$ cat src/rtl/uart_word_bridge_if.sv
// Handshake bundle between uart_word_bridge and its UART Rx/Tx units and word core.
// The bridge connects through the slave modport; the environment connects through master.
interface uart_word_bridge_if #(
  parameter int BITS      = 8,
  parameter int IN_BYTES  = 2,
  parameter int RES_WIDTH = 35
);
  logic [BITS-1:0]          rx_data;
  logic                     rx_valid;
  logic                     tx_busy;
  logic                     tx_start;
  logic [BITS-1:0]          tx_data;
  logic [IN_BYTES*BITS-1:0] core_in_data;
  logic                     core_in_valid;
  logic [RES_WIDTH-1:0]     core_out_data;
  logic                     core_out_valid;
  logic                     busy;
  logic                     overrun;

  modport slave (
    input  rx_data, rx_valid, tx_busy, core_out_data, core_out_valid,
    output tx_start, tx_data, core_in_data, core_in_valid, busy, overrun
  );

  modport master (
    output rx_data, rx_valid, tx_busy, core_out_data, core_out_valid,
    input  tx_start, tx_data, core_in_data, core_in_valid, busy, overrun
  );
endinterface

$ cat src/rtl/uart_word_bridge.sv
// Byte UART <-> word core bridge: assembles IN_BYTES bytes into a core word, then
// serialises a slice of the core result as OUT_BYTES bytes with a no-hang Tx handshake.
module uart_word_bridge #(
  parameter int BITS           = 8,
  parameter int IN_BYTES       = 2,
  parameter int OUT_BYTES      = 2,
  parameter int RES_WIDTH      = 35,
  parameter int OUT_LSB        = 19,
  parameter bit IN_MSB_FIRST   = 1'b0,
  parameter bit OUT_MSB_FIRST  = 1'b1,
  parameter int TIMEOUT_CYCLES = 100000
) (
  input logic               clk,
  input logic               rst,
  uart_word_bridge_if.slave bus
);
  localparam int OUT_W   = OUT_BYTES * BITS;
  localparam int IN_CW   = (IN_BYTES > 1) ? $clog2(IN_BYTES) : 1;
  localparam int OUT_CW  = (OUT_BYTES > 1) ? $clog2(OUT_BYTES) : 1;
  localparam int IDLE_CW = (TIMEOUT_CYCLES > 1) ? $clog2(TIMEOUT_CYCLES) : 1;

  localparam logic [IN_CW-1:0]   IN_LAST   = IN_CW'(IN_BYTES - 1);
  localparam logic [OUT_CW-1:0]  OUT_LAST  = OUT_CW'(OUT_BYTES - 1);
  localparam logic [IDLE_CW-1:0] IDLE_LAST = IDLE_CW'(TIMEOUT_CYCLES - 1);

  typedef enum logic [2:0] {COLLECT, ISSUE, WAIT_RES, SEND, TX_ACK, TX_DONE} state_t;

  state_t              state;
  logic [IN_CW-1:0]    in_cnt;
  logic [IDLE_CW-1:0]  idle_cnt;
  logic [OUT_CW-1:0]   out_cnt;
  logic [1:0]          ack_cnt;
  logic [OUT_W-1:0]    res;
  logic [IN_CW-1:0]    in_lane;
  logic [OUT_CW-1:0]   out_lane;

  // Byte order is pure lane selection; the count itself always runs upward.
  always_comb begin
    in_lane  = IN_MSB_FIRST  ? (IN_LAST - in_cnt)   : in_cnt;
    out_lane = OUT_MSB_FIRST ? (OUT_LAST - out_cnt) : out_cnt;
  end

  // NOTE: sequential state uses non-blocking assignments only, so every register
  // samples pre-edge values regardless of statement order within the block.
  always_ff @(posedge clk or posedge rst) begin
    if (rst) begin
      state              <= COLLECT;
      in_cnt             <= '0;
      idle_cnt           <= '0;
      out_cnt            <= '0;
      ack_cnt            <= '0;
      res                <= '0;
      bus.tx_start       <= 1'b0;
      bus.tx_data        <= '0;
      bus.core_in_data   <= '0;
      bus.core_in_valid  <= 1'b0;
      bus.busy           <= 1'b0;
      bus.overrun        <= 1'b0;
    end else begin
      bus.core_in_valid <= 1'b0;
      bus.tx_start      <= 1'b0;

      if (bus.rx_valid && state != COLLECT) bus.overrun <= 1'b1;

      case (state)
        COLLECT: begin
          if (bus.rx_valid) begin
            bus.core_in_data[in_lane*BITS +: BITS] <= bus.rx_data;
            idle_cnt <= '0;
            if (in_cnt == IN_LAST) begin
              in_cnt            <= '0;
              state             <= ISSUE;
              bus.core_in_valid <= 1'b1;
              bus.busy          <= 1'b1;
            end else begin
              in_cnt <= in_cnt + 1'b1;
            end
          end else if (in_cnt != '0) begin
            // A stalled partial word is abandoned; stale lanes get overwritten later.
            if (idle_cnt == IDLE_LAST) begin
              in_cnt   <= '0;
              idle_cnt <= '0;
            end else begin
              idle_cnt <= idle_cnt + 1'b1;
            end
          end
        end

        ISSUE: state <= WAIT_RES;

        WAIT_RES: begin
          if (bus.core_out_valid) begin
            res     <= bus.core_out_data[OUT_LSB +: OUT_W];
            out_cnt <= '0;
            state   <= SEND;
          end
        end

        SEND: begin
          if (!bus.tx_busy) begin
            bus.tx_data  <= res[out_lane*BITS +: BITS];
            bus.tx_start <= 1'b1;
            ack_cnt      <= '0;
            state        <= TX_ACK;
          end
        end

        // Bounded wait for the transmitter to acknowledge, so a dead Tx cannot stall us.
        TX_ACK: begin
          if (bus.tx_busy || ack_cnt == 2'd3) state <= TX_DONE;
          else                                 ack_cnt <= ack_cnt + 1'b1;
        end

        TX_DONE: begin
          if (!bus.tx_busy) begin
            if (out_cnt == OUT_LAST) begin
              state    <= COLLECT;
              bus.busy <= 1'b0;
            end else begin
              out_cnt <= out_cnt + 1'b1;
              state   <= SEND;
            end
          end
        end

        default: begin
          state    <= COLLECT;
          bus.busy <= 1'b0;
        end
      endcase
    end
  end
endmodule
$ cat src/flat_wrapper.sv
// flat-port wrapper written by rule: the top's interface ports become plain ports
module uart_word_bridge_flat 
#(
  parameter int BITS           = 8,
  parameter int IN_BYTES       = 2,
  parameter int OUT_BYTES      = 2,
  parameter int RES_WIDTH      = 35,
  parameter int OUT_LSB        = 19,
  parameter bit IN_MSB_FIRST   = 1'b0,
  parameter bit OUT_MSB_FIRST  = 1'b1,
  parameter int TIMEOUT_CYCLES = 100000
)
  (clk, rst, bus_rx_data, bus_rx_valid, bus_tx_busy, bus_core_out_data, bus_core_out_valid, bus_tx_start, bus_tx_data, bus_core_in_data, bus_core_in_valid, bus_busy, bus_overrun);
  uart_word_bridge_if #(.BITS(BITS), .IN_BYTES(IN_BYTES), .RES_WIDTH(RES_WIDTH)) bus_i ();
  input logic clk;
  input logic rst;
  input wire logic [$bits(bus_i.rx_data)-1:0] bus_rx_data;
  input wire logic [$bits(bus_i.rx_valid)-1:0] bus_rx_valid;
  input wire logic [$bits(bus_i.tx_busy)-1:0] bus_tx_busy;
  input wire logic [$bits(bus_i.core_out_data)-1:0] bus_core_out_data;
  input wire logic [$bits(bus_i.core_out_valid)-1:0] bus_core_out_valid;
  output wire logic [$bits(bus_i.tx_start)-1:0] bus_tx_start;
  output wire logic [$bits(bus_i.tx_data)-1:0] bus_tx_data;
  output wire logic [$bits(bus_i.core_in_data)-1:0] bus_core_in_data;
  output wire logic [$bits(bus_i.core_in_valid)-1:0] bus_core_in_valid;
  output wire logic [$bits(bus_i.busy)-1:0] bus_busy;
  output wire logic [$bits(bus_i.overrun)-1:0] bus_overrun;
  assign bus_i.rx_data = bus_rx_data;
  assign bus_i.rx_valid = bus_rx_valid;
  assign bus_i.tx_busy = bus_tx_busy;
  assign bus_i.core_out_data = bus_core_out_data;
  assign bus_i.core_out_valid = bus_core_out_valid;
  assign bus_tx_start = bus_i.tx_start;
  assign bus_tx_data = bus_i.tx_data;
  assign bus_core_in_data = bus_i.core_in_data;
  assign bus_core_in_valid = bus_i.core_in_valid;
  assign bus_busy = bus_i.busy;
  assign bus_overrun = bus_i.overrun;
  uart_word_bridge #(.BITS(BITS), .IN_BYTES(IN_BYTES), .OUT_BYTES(OUT_BYTES), .RES_WIDTH(RES_WIDTH), .OUT_LSB(OUT_LSB), .IN_MSB_FIRST(IN_MSB_FIRST), .OUT_MSB_FIRST(OUT_MSB_FIRST), .TIMEOUT_CYCLES(TIMEOUT_CYCLES)) u_core (.clk(clk), .rst(rst), .bus(bus_i));
endmodule
$ cat config.mk
export PLATFORM = sky130hd
export DESIGN_NAME = uart_word_bridge_flat
export DESIGN_NICKNAME = d
export VERILOG_FILES = /design/src/rtl/uart_word_bridge_if.sv /design/src/rtl/uart_word_bridge.sv /design/src/flat_wrapper.sv
export SDC_FILE = /design/constraint.sdc
export NUM_CORES = 1
export LEC_CHECK = 0
export ABC_AREA = 1
export CAP_MARGIN = 20
export CORE_MARGIN = 2
export CORE_UTILIZATION = 35
export DETAILED_ROUTE_END_ITERATION = 10
export SLEW_MARGIN = 20
export SYNTH_ARGS = -nofsm -noshare
export SYNTH_HDL_FRONTEND = slang
export SYNTH_SLANG_ARGS = --single-unit
$ cat constraint.sdc
create_clock -name clk -period 6.25 [get_ports clk]
set_clock_uncertainty 0.1 [all_clocks]
set_input_delay 0.625 -clock clk [delete_from_list [all_inputs] [get_ports clk]]
set_output_delay 0.625 -clock clk [all_outputs]
set_load 0.1 [all_outputs]
# [Word-level counts from Yosys, hierarchy flattened]
# Cells that the tools add are included.
[classes] add_sub_neg=6 bitwise_logic=2 mul=0 div_mod_pow=0 reduce_logical=16 order_cmp=0 eq_ne=15 muxes=33 shift=3
[ops] cell="17-bit 2-to-1 mux" count=3
[ops] cell="4-bit negator with 34-bit output" count=1
[ops] cell="8-bit by 34-bit variable shift with 16-bit output, first input constant" count=1
[ops] cell="8-bit by 34-bit variable part select with 16-bit output" count=1
[ops] cell="3-bit 2-to-1 mux" count=6
[ops] cell="3-bit one-hot mux with 6 select lines" count=1
[ops] cell="17-bit by 1-bit adder with 17-bit output, second input constant" count=1
[ops] cell="17-bit equality test, second input constant" count=1
[ops] cell="16-bit bitwise mux" count=1
[ops] cell="1-bit 2-to-1 mux" count=16
[ops] cell="16-bit by 5-bit variable part select with 8-bit output" count=1
[ops] cell="2-bit inequality test, second input constant" count=5
[ops] cell="2-bit AND reduction" count=4
[ops] cell="3-bit by 2-bit equality test with 1-bit output, second input constant" count=2
[ops] cell="3-bit equality test, second input constant" count=2
[ops] cell="2-bit 2-to-1 mux" count=3
[ops] cell="2-bit by 1-bit inequality test with 1-bit output, second input constant" count=3
[ops] cell="3-bit AND reduction" count=2
[ops] cell="6-bit AND reduction" count=1
[ops] cell="2-bit nonzero test" count=3
[ops] cell="5-bit AND reduction" count=1
[ops] cell="2-bit one-hot mux with 2 select lines" count=1
[ops] cell="4-bit OR reduction" count=1
[ops] cell="3-bit by 1-bit equality test with 1-bit output, second input constant" count=1
[ops] cell="other kinds (11)" count=13
[word_totals] memories=0 rom_bits=0 elab_cells=87 out_inout_bits=28 ram_bits=0 regBits=68 input_bits=48 latch_bits=0

# [Logic depth before layout (Yosys ltp)]
[depth] ltp_word=4 depth_mapped=10 mapped_depth_nobuf=10

# [Worst setup path after synthesis]
# Ideal clock, no wire load.
[synth_path] kind="reg2out" start="register u_core.bus.tx_data[0]" end="output bus_tx_data[0]" path_stages_with_launch=1 path_slack_ns=4.627 path_buffers=0 t_arrival_ns=0.898 required_ns=5.525 cell_sequence="dfrtp_1"
[synth_rtl] item="from (decl)" line_no="uart_word_bridge_if.sv:22" text="output tx_start, tx_data, core_in_data, core_in_valid, busy, overrun"
[synth_rtl] item="from (signal assigned)" line_no="uart_word_bridge.sv:101" text="bus.tx_data <= res[out_lane*BITS +: BITS];"
[synth_rtl] item="to (decl)" line_no="flat_wrapper.sv:23" text="output wire logic [$bits(bus_i.tx_data)-1:0] bus_tx_data;"
# No word-level cell between the ends.

# [Worst setup path in the final report]
[layout_path] start="register u_core.bus.core_in_data[8]" end="output bus_core_in_data[8]"
[layout_rtl] item="from (decl)" line_no="uart_word_bridge_if.sv:22"
[layout_rtl] item="from (signal, indexed assignment)" line_no="uart_word_bridge.sv:68" text="bus.core_in_data[in_lane*BITS +: BITS] <= bus.rx_data;"
[layout_rtl] item="to (decl)" line_no="flat_wrapper.sv:24" text="output wire logic [$bits(bus_i.core_in_data)-1:0] bus_core_in_data;"
# No word-level cell between the ends.

==> flow_summary_export.csv <==
group,metric,value,unit
drt,drt-initial-drc-count,112,
clock_tree,cts_sinks,68,
clock_tree,clk_latency,0.35,ns
placed_design,hpwlAfterDp,5310,um
worst_hold_path,hp-class,"reg -> reg",
power_and_ir_drop,ir_drop,0.325,mV
sta,fmax,382,MHz
final_layout,n_antenna_cell,0,
sta,worst_pin_slew,1.03,ns
floorplanning,ios,76,
worst_setup_path,critPathSlowestCell,"clkdlybuf4s50_1",
worst_hold_path,hold_depth,2,
sta,rsz0062_at_grt,"false",
run,cap_violations,0,
clock_tree,h-tree-depth,3,
sta,maxSlewViolCount,0,
worst_setup_path,crit_cells,1,
run_status,status,"finished clean",
worst_setup_path,crit_path_start,"u_core.bus.core_in_data[8]$_DFFE_PP0P_",
global_routing,grt_overflow,0,
sta,layout_setup_ws,3.63,ns
worst_setup_path,path_buf_inv,1,
sta,finalSetupViolations,0,
placed_design,dpl-instance-area,3940,um^2
sta,slew_headroom,31.5,%
global_routing,grt_max_degree,69,
power_and_ir_drop,p_leak,0.00206,uW
floorplanning,row_count,35,
drt,wl_per_cell,12.4,um
worst_setup_path,crit_required,5.52,ns
synth,syn-cell-area,3300,um^2
sta,fin_setup_tns,0,ns
global_routing,grt.total_usage,15.5,%
worst_setup_path,critPathMaxFanout,2,
final_layout,final_net_count,531,
worst_setup_path,crit_family,"buffers and inverters",
global_routing,grt_pass1_vias,2741,
placed_design,portBuffers,56,
placed_design,post-place-ws,3.51,ns
clock_tree,cts_tree,"built",
synth,synth.largest_area_cell,"dfrtp_1",
worst_setup_path,r2r_cells,10,
final_layout,final_common_cell,"nand2_1",
power_and_ir_drop,power_density,543,nW/um^2
global_routing,antenna_found_initial,0,
final_layout,area.growth.synth_to_final,25.9,%
floorplanning,die_w,101,um
clock_tree,clkTransAtPathRegs,0.08,ns
clock_tree,cts_buffers,9,
clock_tree,cts_resized,0,
floorplanning,core,9200,um^2
synth,netlist_instances,421,
sta,hold_violations,0,
global_routing,grt_pass1_wl,12400,um
worst_setup_path,worstSetupStartpointType,"register",
floorplanning,start_util,35.9,%
drt,drt-pass1-iter-count,4,
drt,route.detailed.drc,0,
worst_setup_path,cp-end-kind,"output pin",
synth,synth_cell_types,27,
final_layout,drive_above_1_share,6.58,%
placed_design,gp_congestion,0.853,
synth,synth_top_area_share,51.6,%
clock_tree,clockBufferDepth,2,
sta,fin_crit,2.62,ns
drt,vias_per_cell,4.61,
clock_tree,cts_hold_buf,0,
worst_setup_path,crit_chain,"clkdlybuf4s50_1",
worst_setup_path,slowest_delay,1.18,ns
final_layout,final_cell_mix,"171 x nand2_1, 68 x dfrtp_1, 56 x clkdlybuf4s50_1",
drt,wl,7390,um
floorplanning,die_height,101,um
synth,seq_area_frac_synth,51.6,%
drt,ant_nets,0,
sta,period_share,41.9,%
synth,syn_avg_cell_area,7.83,um^2
synth,yosysWarnings,0,
clock_tree,root_buffer,"clkbuf_8",
drt,vias,2751,
floorplanning,die_area,10200,um^2
synth,synth_nets,471,
worst_setup_path,arrival,1.89,ns
synth,yosys-top-cells-area,"dfrtp_1 52%, nand2_1 19%, nor2_1 5.3%",
synth,ys_ff_latch,68,
worst_setup_path,critPathKind,"reg -> out",
worst_setup_path,r2r-start,"u_core.idle_cnt[1]$_DFFE_PP0P_",
final_layout,final_cell_area,4150,um^2
worst_hold_path,worstHoldStart,"u_core.res[9]$_DFFE_PP0P_",
clock_tree,postCtsSetupBuffers,0,
-- through the flow --
step | hold WS (ns) | total power [uW] | std cells | util, %
final | 0.377 | 2250 | 597 | 45.2
after global routing | 0.392 | 2390 | 597 | 45.2
after CTS | 0.380 | 2280 | 597 | 45.2
after detailed placement | 0.359 | 1890 | 581 | 42.9
after global placement | 0.354 | 1880 | 581 | 42.9
after floorplan | 0.342 | 1620 | 421 | -
-- power breakdown --
part / internal, uW / switching [uW] / total (uW)
combinational: 276 / 892 / 1170
clock: 198 / 181 / 380
sequential: 594 / 112 / 706
total: 1070 / 1190 / 2250
-- registers in the layout (all words and copies together), names as in the netlist --
name and cells:
u_core.idle_cnt 17, u_core.in_cnt 1, u_core.res 16, u_core.out_cnt 1, u_core.bus.tx_data 8, u_core.ack_cnt 2
u_core.bus.tx_start 1, u_core.bus.core_in_data 16, u_core.bus.core_in_valid 1, u_core.bus.busy 1, u_core.state 3, u_core.bus.overrun 1
-- logic make-up (layout without fill, tap and decap cells) --
kind of cell	Yosys count	count (layout)	share of synthesized area, %
AO/OA/AOI/OAI	31	31	5.31
AND/OR/NAND/NOR	263	263	34.3
adder cells (fa/ha/maj)	2	2	0.759
flip-flops	68	68	51.6
XOR/XNOR	4	4	1.06
buffers and inverters	53	118	7.02
-- cell usage after synthesis, drive strengths merged --
| library cell | n |
|---|---|
| a31oi | 8 |
| nor3 | 7 |
| nor2 | 54 |
| nand3 | 22 |
| buf | 7 |
| inv | 44 |
| ha | 2 |
| nand4 | 8 |
| clkinv | 1 |
| xor2 | 3 |
| a22oi | 1 |
| a21oi | 4 |
| o21ai | 15 |
| clkbuf | 1 |
| o21bai | 3 |
| dfrtp | 68 |
| nand2 | 172 |
| xnor2 | 1 |
-- final timing paths --
path,endpoint,slack [ns]
hold / removal,u_core.res[9]$_DFFE_PP0P_,0.38
min in group asynchronous,u_core.res[13]$_DFFE_PP0P_,0.74
hold reg to reg,u_core.res[9]$_DFFE_PP0P_,0.38
setup / recovery,bus_core_in_data[8],3.63
setup reg to reg,u_core.idle_cnt[8]$_DFFE_PP0P_,4.37
max in group asynchronous,u_core.bus.tx_data[1]$_DFFE_PP0P_,4.72
-- metal layers --
layer / vias to the layer above / track usage (%) / part of all wire, %
met5: - / 0 / 0
met4: 0 / 4.78 / 0.78
met3: 6 / 5.34 / 5.5
met2: 52 / 24.6 / 48
met1: 1256 / 19.9 / 45
li1: 1437 / - / -
-- layout make-up --
cell class | count | area (um^2)
Fill cell | 930 | 5040
Clock buffer | 10 | 138
Tap cell | 111 | 139
Sequential cell | 68 | 1700
Timing Repair Buffer | 57 | 568
Inverter | 45 | 169
Multi-Input combinational cell | 300 | 1370
Clock inverter | 6 | 72.6
Note: power is estimated with default switching activity, not from simulation.
